**config.mk**
```make
export PLATFORM = sky130hd
export DESIGN_NAME = spatial_filter_frame_ctrl
export DESIGN_NICKNAME = d
export VERILOG_FILES = /design/src/rtl/spatial_filter_pkg.sv /design/src/rtl/spf_credit_counter.sv /design/src/rtl/spatial_filter_frame_ctrl.sv
export SDC_FILE = /design/constraint.sdc
export NUM_CORES = 1
export LEC_CHECK = 0
export ABC_AREA = 1
export CAP_MARGIN = 10
export CORE_MARGIN = 2
export CORE_UTILIZATION = 40
export DETAILED_ROUTE_END_ITERATION = 12
export HOLD_SLACK_MARGIN = 0.05
export PLACE_DENSITY = 0.57
export SETUP_SLACK_MARGIN = 0.15
export SLEW_MARGIN = 20
export SYNTH_ARGS = -nofsm -noshare
export SYNTH_HDL_FRONTEND = slang
export SYNTH_HIERARCHICAL = 1
export SYNTH_SLANG_ARGS = --single-unit
export TNS_END_PERCENT = 1
```
**constraint.sdc**
```tcl
create_clock -name axis_clk -period 3.4 [get_ports axis_clk]
set_input_delay 0.34 -clock axis_clk [delete_from_list [all_inputs] [get_ports axis_clk]]
set_output_delay 0.34 -clock axis_clk [all_outputs]
set_load 0.02 [all_outputs]
```
**src/rtl/spatial_filter_pkg.sv**
```systemverilog
// Shared types and constants for the spatial filter frame sequencer.
package spatial_filter_pkg;
  typedef enum logic [1:0] {
    ST_IDLE   = 2'd0,
    ST_PRIME  = 2'd1,
    ST_STREAM = 2'd2,
    ST_DRAIN  = 2'd3
  } state_t;

  localparam int KERNEL_ROWS  = 3;
  localparam int LB_LINES_DEF = 4;

  typedef struct packed {
    logic wr;
    logic wr_eol;
    logic rd;
    logic rd_eol;
  } beat_t;
endpackage

```
**src/rtl/spf_credit_counter.sv**
```systemverilog
// Outstanding read-beat counter against the output FIFO; a pop with nothing outstanding is dropped.
module spf_credit_counter #(
  parameter int DEPTH = 32,
  parameter int CW    = $clog2(DEPTH + 1)
) (
  input  logic          clk,
  input  logic          rst,
  input  logic          clr,
  input  logic          inc,
  input  logic          dec,
  output logic [CW-1:0] count,
  output logic          has_credit
);
  logic dec_ok;

  assign dec_ok     = dec && (count != '0);
  assign has_credit = count < CW'(DEPTH);

  always_ff @(posedge clk or posedge rst) begin
    if (rst)                  count <= '0;
    else if (clr)             count <= '0;
    else if (inc && !dec_ok)  count <= count + 1'b1;
    else if (!inc && dec_ok)  count <= count - 1'b1;
  end
endmodule

```
**src/rtl/spatial_filter_frame_ctrl.sv**
```systemverilog
// Frame sequencer: gates the pixel source, issues 3x3 window reads, tracks lines.
// SPATIAL_FILTER_STICKY_INTR_EN selects a sticky o_intr level instead of a per-line pulse.
module spatial_filter_frame_ctrl
  import spatial_filter_pkg::*;
#(
  parameter int IMAGE_WIDTH  = 512,
  parameter int IMAGE_HEIGHT = 512,
  parameter int FIFO_DEPTH   = 32,
  parameter int LB_LINES     = LB_LINES_DEF
) (
  input  logic       axis_clk,
  input  logic       axis_reset,
  input  logic       i_start,
  input  logic       i_s_data_valid,
  output logic       o_s_ready,
  output logic       o_lb_wr_en,
  output logic       o_lb_rd_en,
  input  logic       i_fifo_pop,
  output logic       o_intr,
  input  logic       i_intr_clr,
  output logic       o_frame_done,
  output logic [1:0] o_state,
  output logic       o_busy
);
  localparam int XW = (IMAGE_WIDTH > 1) ? $clog2(IMAGE_WIDTH) : 1;
  localparam int LW = $clog2(IMAGE_HEIGHT + 1);
  localparam int OW = $clog2(FIFO_DEPTH + 1);
  localparam logic [XW-1:0] X_LAST     = XW'(IMAGE_WIDTH - 1);
  localparam logic [LW-1:0] H_END      = LW'(IMAGE_HEIGHT);
  localparam logic [LW-1:0] RD_END     = LW'(IMAGE_HEIGHT - KERNEL_ROWS + 1);
  localparam logic [LW-1:0] PRIME_LAST = LW'(KERNEL_ROWS - 1);
  localparam logic [2:0]    LB_FULL    = 3'(LB_LINES);
  localparam logic [2:0]    K_ROWS     = 3'(KERNEL_ROWS);
  localparam bit            PRIME_TO_DRAIN = (IMAGE_HEIGHT == KERNEL_ROWS);

  state_t          state;
  logic [XW-1:0]   wr_col, rd_col;
  logic [LW-1:0]   wr_line, rd_line;
  logic [2:0]      filled;
  logic [OW-1:0]   outstanding;
  logic            has_credit;
  logic            start_go;
  beat_t           bt;

  assign o_s_ready  = (state == ST_PRIME || state == ST_STREAM) &&
                      (filled < LB_FULL) && (wr_line < H_END);
  assign o_lb_wr_en = i_s_data_valid && o_s_ready;
  assign o_lb_rd_en = (state == ST_STREAM || state == ST_DRAIN) &&
                      (filled >= K_ROWS) && has_credit && (rd_line < RD_END);
  assign o_state    = state;
  assign o_busy     = (state != ST_IDLE);
  assign start_go   = (state == ST_IDLE) && i_start;

  assign bt.wr     = o_lb_wr_en;
  assign bt.wr_eol = o_lb_wr_en && (wr_col == X_LAST);
  assign bt.rd     = o_lb_rd_en;
  assign bt.rd_eol = o_lb_rd_en && (rd_col == X_LAST);

  spf_credit_counter #(.DEPTH(FIFO_DEPTH), .CW(OW)) u_credit (
    .clk        (axis_clk),
    .rst        (axis_reset),
    .clr        (start_go),
    .inc        (bt.rd),
    .dec        (i_fifo_pop),
    .count      (outstanding),
    .has_credit (has_credit)
  );

  always_ff @(posedge axis_clk or posedge axis_reset) begin
    if (axis_reset) begin
      state        <= ST_IDLE;
      wr_col       <= '0;
      rd_col       <= '0;
      wr_line      <= '0;
      rd_line      <= '0;
      filled       <= '0;
      o_frame_done <= 1'b0;
    end else begin
      o_frame_done <= 1'b0;
      if (bt.wr)     wr_col  <= bt.wr_eol ? '0 : wr_col + 1'b1;
      if (bt.wr_eol) wr_line <= wr_line + 1'b1;
      if (bt.rd)     rd_col  <= bt.rd_eol ? '0 : rd_col + 1'b1;
      if (bt.rd_eol) rd_line <= rd_line + 1'b1;
      // A line arriving and a line retiring together leave occupancy unchanged.
      case ({bt.wr_eol, bt.rd_eol})
        2'b10:   filled <= filled + 1'b1;
        2'b01:   filled <= filled - 1'b1;
        default: ;
      endcase
      case (state)
        ST_IDLE: if (i_start) begin
          state   <= ST_PRIME;
          wr_col  <= '0;
          rd_col  <= '0;
          wr_line <= '0;
          rd_line <= '0;
          filled  <= '0;
        end
        ST_PRIME: if (bt.wr_eol && wr_line == PRIME_LAST)
          state <= PRIME_TO_DRAIN ? ST_DRAIN : ST_STREAM;
        ST_STREAM: if (wr_line == H_END) state <= ST_DRAIN;
        ST_DRAIN: if (rd_line == RD_END && outstanding == '0) begin
          state        <= ST_IDLE;
          o_frame_done <= 1'b1;
          filled       <= '0;
        end
        default: state <= ST_IDLE;
      endcase
    end
  end

`ifdef SPATIAL_FILTER_STICKY_INTR_EN
  always_ff @(posedge axis_clk or posedge axis_reset) begin
    if (axis_reset)      o_intr <= 1'b0;
    else if (bt.rd_eol)  o_intr <= 1'b1;
    else if (i_intr_clr) o_intr <= 1'b0;
  end
`else
  logic unused_intr_clr;
  assign unused_intr_clr = i_intr_clr;

  always_ff @(posedge axis_clk or posedge axis_reset) begin
    if (axis_reset) o_intr <= 1'b0;
    else            o_intr <= bt.rd_eol;
  end
`endif
endmodule
```
==> summary.md, run 1 <==
| Metric | Value |
|---|---|
| Status | finished clean |
| Area of the die | 9130 sq um |
| Row cnt | 33 |
| Ports | 14 |
| Final setup viols | 0 |
| Routability Congestion | 0.817 |
| Dpl cells | 553 |
| Critical Setup Path Class | reg -> reg |
| EDFF count, synth | 0 |
| Post-Syn Area | 3350 sq um |
| Clock buffer depth | 2 |
| Most frequent CP cell | inv_1 |
| Routed wire length | 6740 microns |
| Layout cells sized above 1 | 10.5% |
| ANT cells | 0 |
| Slew Limit Fails | 0 |
| Post CTS Setup Buffer Count | 0 |
| Syn_area_per_cell | 7.69 sq um |
| Setup TNS | 0 ns |
| Cells after Synth | 436 |
| CP Cell Sequence | inv_1 > nor3_1 > inv_1 > nor4b_1 > ha_1 > nand2_8 > ha_1 > fa_1 > a21oi_1 > o21ai_0 > or2_2 > nand3_1 > inv_1 |
| Slowest stage delay, CP | 0.38 ns |
| Initial core utilization | 41.0% |
| Core area | 8180 sq um |
| Yosys top cell area share | 38.1% |
| Max Cap Viol | 0 |
| Initial antenna violation count | 0 |
| Power Total | 2.07 mW |
| Commonest cells post-synth | nand2_1, inv_1, nor2_1 |
| Final ANT Viol Nets | 0 |
| Data arrival time of the worst path | 3.13 ns |
| Die height | 95.5 microns |
| Dominant cell type by area after synthesis | dfrtp_1 |
| Area Overhead vs Synth | 10.5% |
| Buf/Inv on CP | 3 |
| Largest cells by area after synthesis | dfrtp_1, nand2_1, inv_1 |
| Vias post-DR | 2663 |
| Syn_nets | 462 |
| Fin nets | 481 |
| CTS clk-pin slew, worst paths | 0.09 ns |
| Die Span X | 95.5 microns |
| Worst-margin pin slew | 0.796 ns |
| Hold Slack | 0.294 ns |
| Hold Buf Count CTS | 0 |
| Multi-input gate area | 1780 sq um |
| Largest net degree at the start of global routing | 46 |
| Relative slew slack | 46.9% |
| Ys async rst share | 100% |
| Fmax | 0.343 GHz |
| Gr ovfl total | 0 |
| Pwr dens | 559 nW/um^2 |
| DRT iter0 DRCs | 109 |
| Vias in the first global route | 2548 |
| GRT Total Usage | 16.1% |
| CTS tree | done |
| Final std cells w/o fill | 561 |
| Crit path required time | 3.61 ns |
| Seq/Total Area, Yosys | 38.1% |
| Number of remaining DRC errors | 0 |
| Yosys warning count | 6 |
| HPWL Detailed | 5040 microns |
| Minimum clock period | 2.92 ns |
| FF+latch area | 1280 sq um |
| Primary FF master, synth | dfrtp_1 |
| RSZ-0062 raised after global routing | false |
| Vias per inst | 4.75 |
| Clock skew | 0.00834 ns |
| Final hold vios | 0 |
| Worst vdd ir | 473 uV |
| Leakage Power | 1.87 nW |
| Most common cell in the synthesized netlist | nand2_1 |
| TritonCTS buffer count | 5 |
| Drt pass-1 iters | 4 |
| Nature of the critical path endpoint | flip-flop |
| Yosys cell types | 43 |
| H-Tree Depth | 2 |
| Post-route clock period utilization | 85.8% |
| Post-CTS resize count | 0 |
| CP max FO | 10 |
| Clk root buf | clkbuf_8 |
| First-pass GRT wire length | 11700 microns |
| Worst-Skew Late Latency | 0.31 ns |
| Slowest cell on the critical path | fa_1 |
| Worst min path class | in -> async |
| Fillers | 850 |
| Count of input and output buffers | 12 |
| Clock sinks | 51 |
| Number of synthesized register bits | 51 |
| Final Util | 45.3% |
| WL per Instance | 12.0 microns |
| Crit start category | flip-flop |
| Top delay family on crit path | simple AND/OR/NAND/NOR gates |
## flip-flops by register name, indices dropped and copies added (netlist names), 2 cells and up
register	cells
filled	3
o_state	2
u_credit/count	6
wr_line	10
wr_col	9
rd_col	9
rd_line	10
## routing by layer
metal	track usage [%]	part of all wire [%]	up-vias
met4	4.29	1.0	0
met3	1.90	2.1	8
met2	27.4	47	20
met1	21.6	50	1228
met5	0	0	-
li1	-	-	1407
## cell usage in the layout (no fill, tap or decap), types with 3 or more instances in the layout
master / count
clkdlybuf4s50_1: 12
nand2_2: 5
a21oi_2: 3
nor2_4: 3
o21ai_0: 11
inv_1: 69
xor2_1: 11
nand4_1: 6
nor3_1: 11
nand2_1: 98
dfrtp_1: 51
inv_2: 6
o21ai_1: 4
ha_1: 18
nand2_4: 3
nand3_1: 26
nor2_2: 4
a21oi_1: 17
nor2_1: 57
clkbuf_8: 7
## layout make-up
class                   count  area share (%)
multi-input cells         307            48.0
flip-flops and latches     51            34.4
inverters                  77            7.90
well taps                 105            3.55
repair buffers             13            3.44
clock buffers               8            2.70
## stage by stage
stage	worst slack, ns	instance area [sq um]
after CTS	0.438	3700
after floorplan	0.704	3350
after detailed placement	0.461	3600
after global routing	0.173	3700
final	0.483	3700
after global placement	0.503	3600
## logic make-up (layout without fill, tap and decap cells)
logic type	count (synthesis)	after routing	synth area share [%]
simple gates	229	229	33.5
xor+xnor	13	13	3.40
mux	1	1	0.336
fa+ha+maj	20	20	7.91
flops	51	51	38.1
compound gates	44	44	7.88
buf+inv	78	98	8.92
## final timing paths
kind,startpoint,end,slack (ns),cells after the start
setup reg to reg,wr_col[3],filled[2],0.48,13
hold reg to reg,wr_line[6],wr_line[6],0.54,2
min in group axis_clk,wr_line[6],wr_line[6],0.54,2
max in group asynchronous,axis_reset,rd_line[5],2.42,2
hold / removal,axis_reset,u_credit/count[5],0.29,2
setup / recovery,wr_col[3],filled[2],0.48,13
## where the power goes
| part | internal [mW] | leakage (nW) | switching [mW] |
|---|---|---|---|
| combinational | 0.355 | 1.12 | 0.575 |
| clock | 0.186 | 0.0515 | 0.205 |
| sequential | 0.677 | 0.696 | 0.0743 |
| total | 1.22 | 1.87 | 0.854 |
Power figures use the tool's default switching activity.
==> run 2: changes to the inputs <==
Settings changed: CORE_MARGIN 2 to default.
==> summary.md, run 2 (synthesis results as in run 1) <==
| Metric | Value |
|---|---|
| Status | finished clean |
| Placed cell area | 3600 sq um |
| Die Span X | 93.5 microns |
| H-Tree Depth | 2 |
| Relative slew slack | 45.5% |
| Post CTS Setup Buffer Count | 0 |
| Clock buffer depth | 2 |
| Crit start category | flip-flop |
| Largest net degree at the start of global routing | 46 |
| Most frequent cells in the layout | nand2_1, inv_1, nor2_1 |
| Area of the die | 8750 sq um |
| Total number of cells along the worst setup path | 13 |
| Initial antenna violation count | 0 |
| WL per Instance | 12.1 microns |
| Final ANT Viol Nets | 0 |
| Fmax | 0.343 GHz |
| Slew Limit Fails | 0 |
| Reg-to-reg critical path startpoint | wr_col[3] |
| Die height | 93.5 microns |
| Hold Slack | 0.318 ns |
| Gr ovfl total | 0 |
| Routability Congestion | 0.812 |
| Clock sinks | 51 |
| CP max FO | 10 |
| Pre-CTS WS | 0.458 ns |
| CTS tree | done |
| First-pass GRT wire length | 12000 microns |
| Row cnt | 33 |
| Clk root buf | clkbuf_8 |
| Data arrival time of the worst path | 3.14 ns |
| ANT cells | 0 |
| Count of input and output buffers | 12 |
| GRT Total Usage | 17.5% |
| Vias per inst | 4.79 |
| Worst-Skew Late Latency | 0.31 ns |
| Vias in the first global route | 2580 |
| DRT iter0 DRCs | 93 |
| CP Cell Sequence | inv_1 > nor3_1 > inv_1 > nor4b_1 > ha_1 > nand2_8 > ha_1 > fa_1 > a21oi_1 > o21ai_0 > or2_2 > nand3_1 > inv_1 |
| Worst min path class | in -> async |
| Fillers | 835 |
| Slowest stage delay, CP | 0.39 ns |
| Routed wire length | 6800 microns |
| Area Overhead vs Synth | 11.0% |
| Drt pass-1 iters | 4 |
| Hold Buf Count CTS | 0 |
| Nature of the critical path endpoint | flip-flop |
| Ports | 14 |
| Reg2reg end | filled[2] |
| Slowest cell on the critical path | dfrtp_1 |
| Commonest non-fill, non-tap cell in the layout | nand2_1 |
| R2R cell count | 13 |
| Post-route clock period utilization | 85.8% |
| Initial core utilization | 41.0% |
| Worst-margin pin slew | 0.818 ns |
| Top delay family on crit path | simple AND/OR/NAND/NOR gates |
| Critical Setup Path Class | reg -> reg |
| Final hold vios | 0 |
| TritonCTS buffer count | 5 |
| Crit path required time | 3.62 ns |
| Leakage Power | 1.88 nW |
| HPWL Detailed | 5100 microns |
| Number of remaining DRC errors | 0 |
| CTS clk-pin slew, worst paths | 0.10 ns |
| Biggest regs | rd_line x10, wr_line x10 |
| Minimum clock period | 2.92 ns |
| Worst vdd ir | 394 uV |
| RSZ-0062 raised after global routing | false |
| Pwr dens | 569 nW/um^2 |
| Core area | 8180 sq um |
| Worst setup margin | 0.483 ns |
| Vias post-DR | 2689 |
| R2r setup slk | 0.48 ns |
| Layout cells sized above 1 | 10.7% |
| Most frequent CP cell | inv_1 |
| Buf/Inv on CP | 3 |
| Setup TNS | 0 ns |
| Fin nets | 481 |
| Design Area, Final | 3720 sq um |
| Final setup viols | 0 |
| Post-CTS resize count | 0 |
| Clock skew | 0.00712 ns |
| Max Cap Viol | 0 |
[run 2: through the flow]
| stage | std cells | utilization [%] | power [mW] |
|---|---|---|---|
| after floorplan | 436 | - | 1.44 |
| after global placement | 553 | 44.1 | 1.68 |
| after detailed placement | 553 | 44.1 | 1.69 |
| after CTS | 561 | 45.5 | 2.15 |
| after global routing | 561 | 45.5 | 2.30 |
| final | 561 | 45.5 | 2.12 |
[run 2: area by class of cell]
class,instances,area (sq um),share of cell area [%]
clock buffer,6,82.6,2.22
multi-input combinational,307,1780,47.7
tap,105,131,3.53
inverter,77,293,7.87
clock inverter,2,35.0,0.941
timing repair buffer,13,128,3.43
sequential,51,1280,34.3
[run 2: worst reg2reg max path: cells and delay by family, from the launching register on]
kind	cells	cell delay, ns
AOI/OAI and AO/OA	2	0.23
adders and majority gates	3	0.95
buffers and inverters	3	0.25
DFF	1	0.39
and+or+nand+nor	5	1.03
[run 2: worst max path at each step]
stage	start	endpoint	slack [ns]
3_5_place_dp	wr_col[3]	filled[2]	0.46
2_1_floorplan	o_state[0]	filled[2]	0.70
6_report	wr_col[3]	filled[2]	0.48
5_1_grt	wr_col[3]	filled[2]	0.26
4_1_cts	wr_col[3]	filled[2]	0.45
3_3_place_gp	wr_col[3]	filled[2]	0.54
[run 2: power by group]
part / leakage, nW / internal [mW] / total (mW) / switching, mW
logic: 1.12 / 0.353 / 0.913 / 0.560
clock network: 0.0612 / 0.239 / 0.450 / 0.211
registers: 0.696 / 0.677 / 0.754 / 0.0768
[run 2: layer usage]
metal	GRT usage [%]	wire, microns
met5	0	0
met4	5.13	98
met3	3.50	224
met2	28.2	3150
met1	23.7	3330
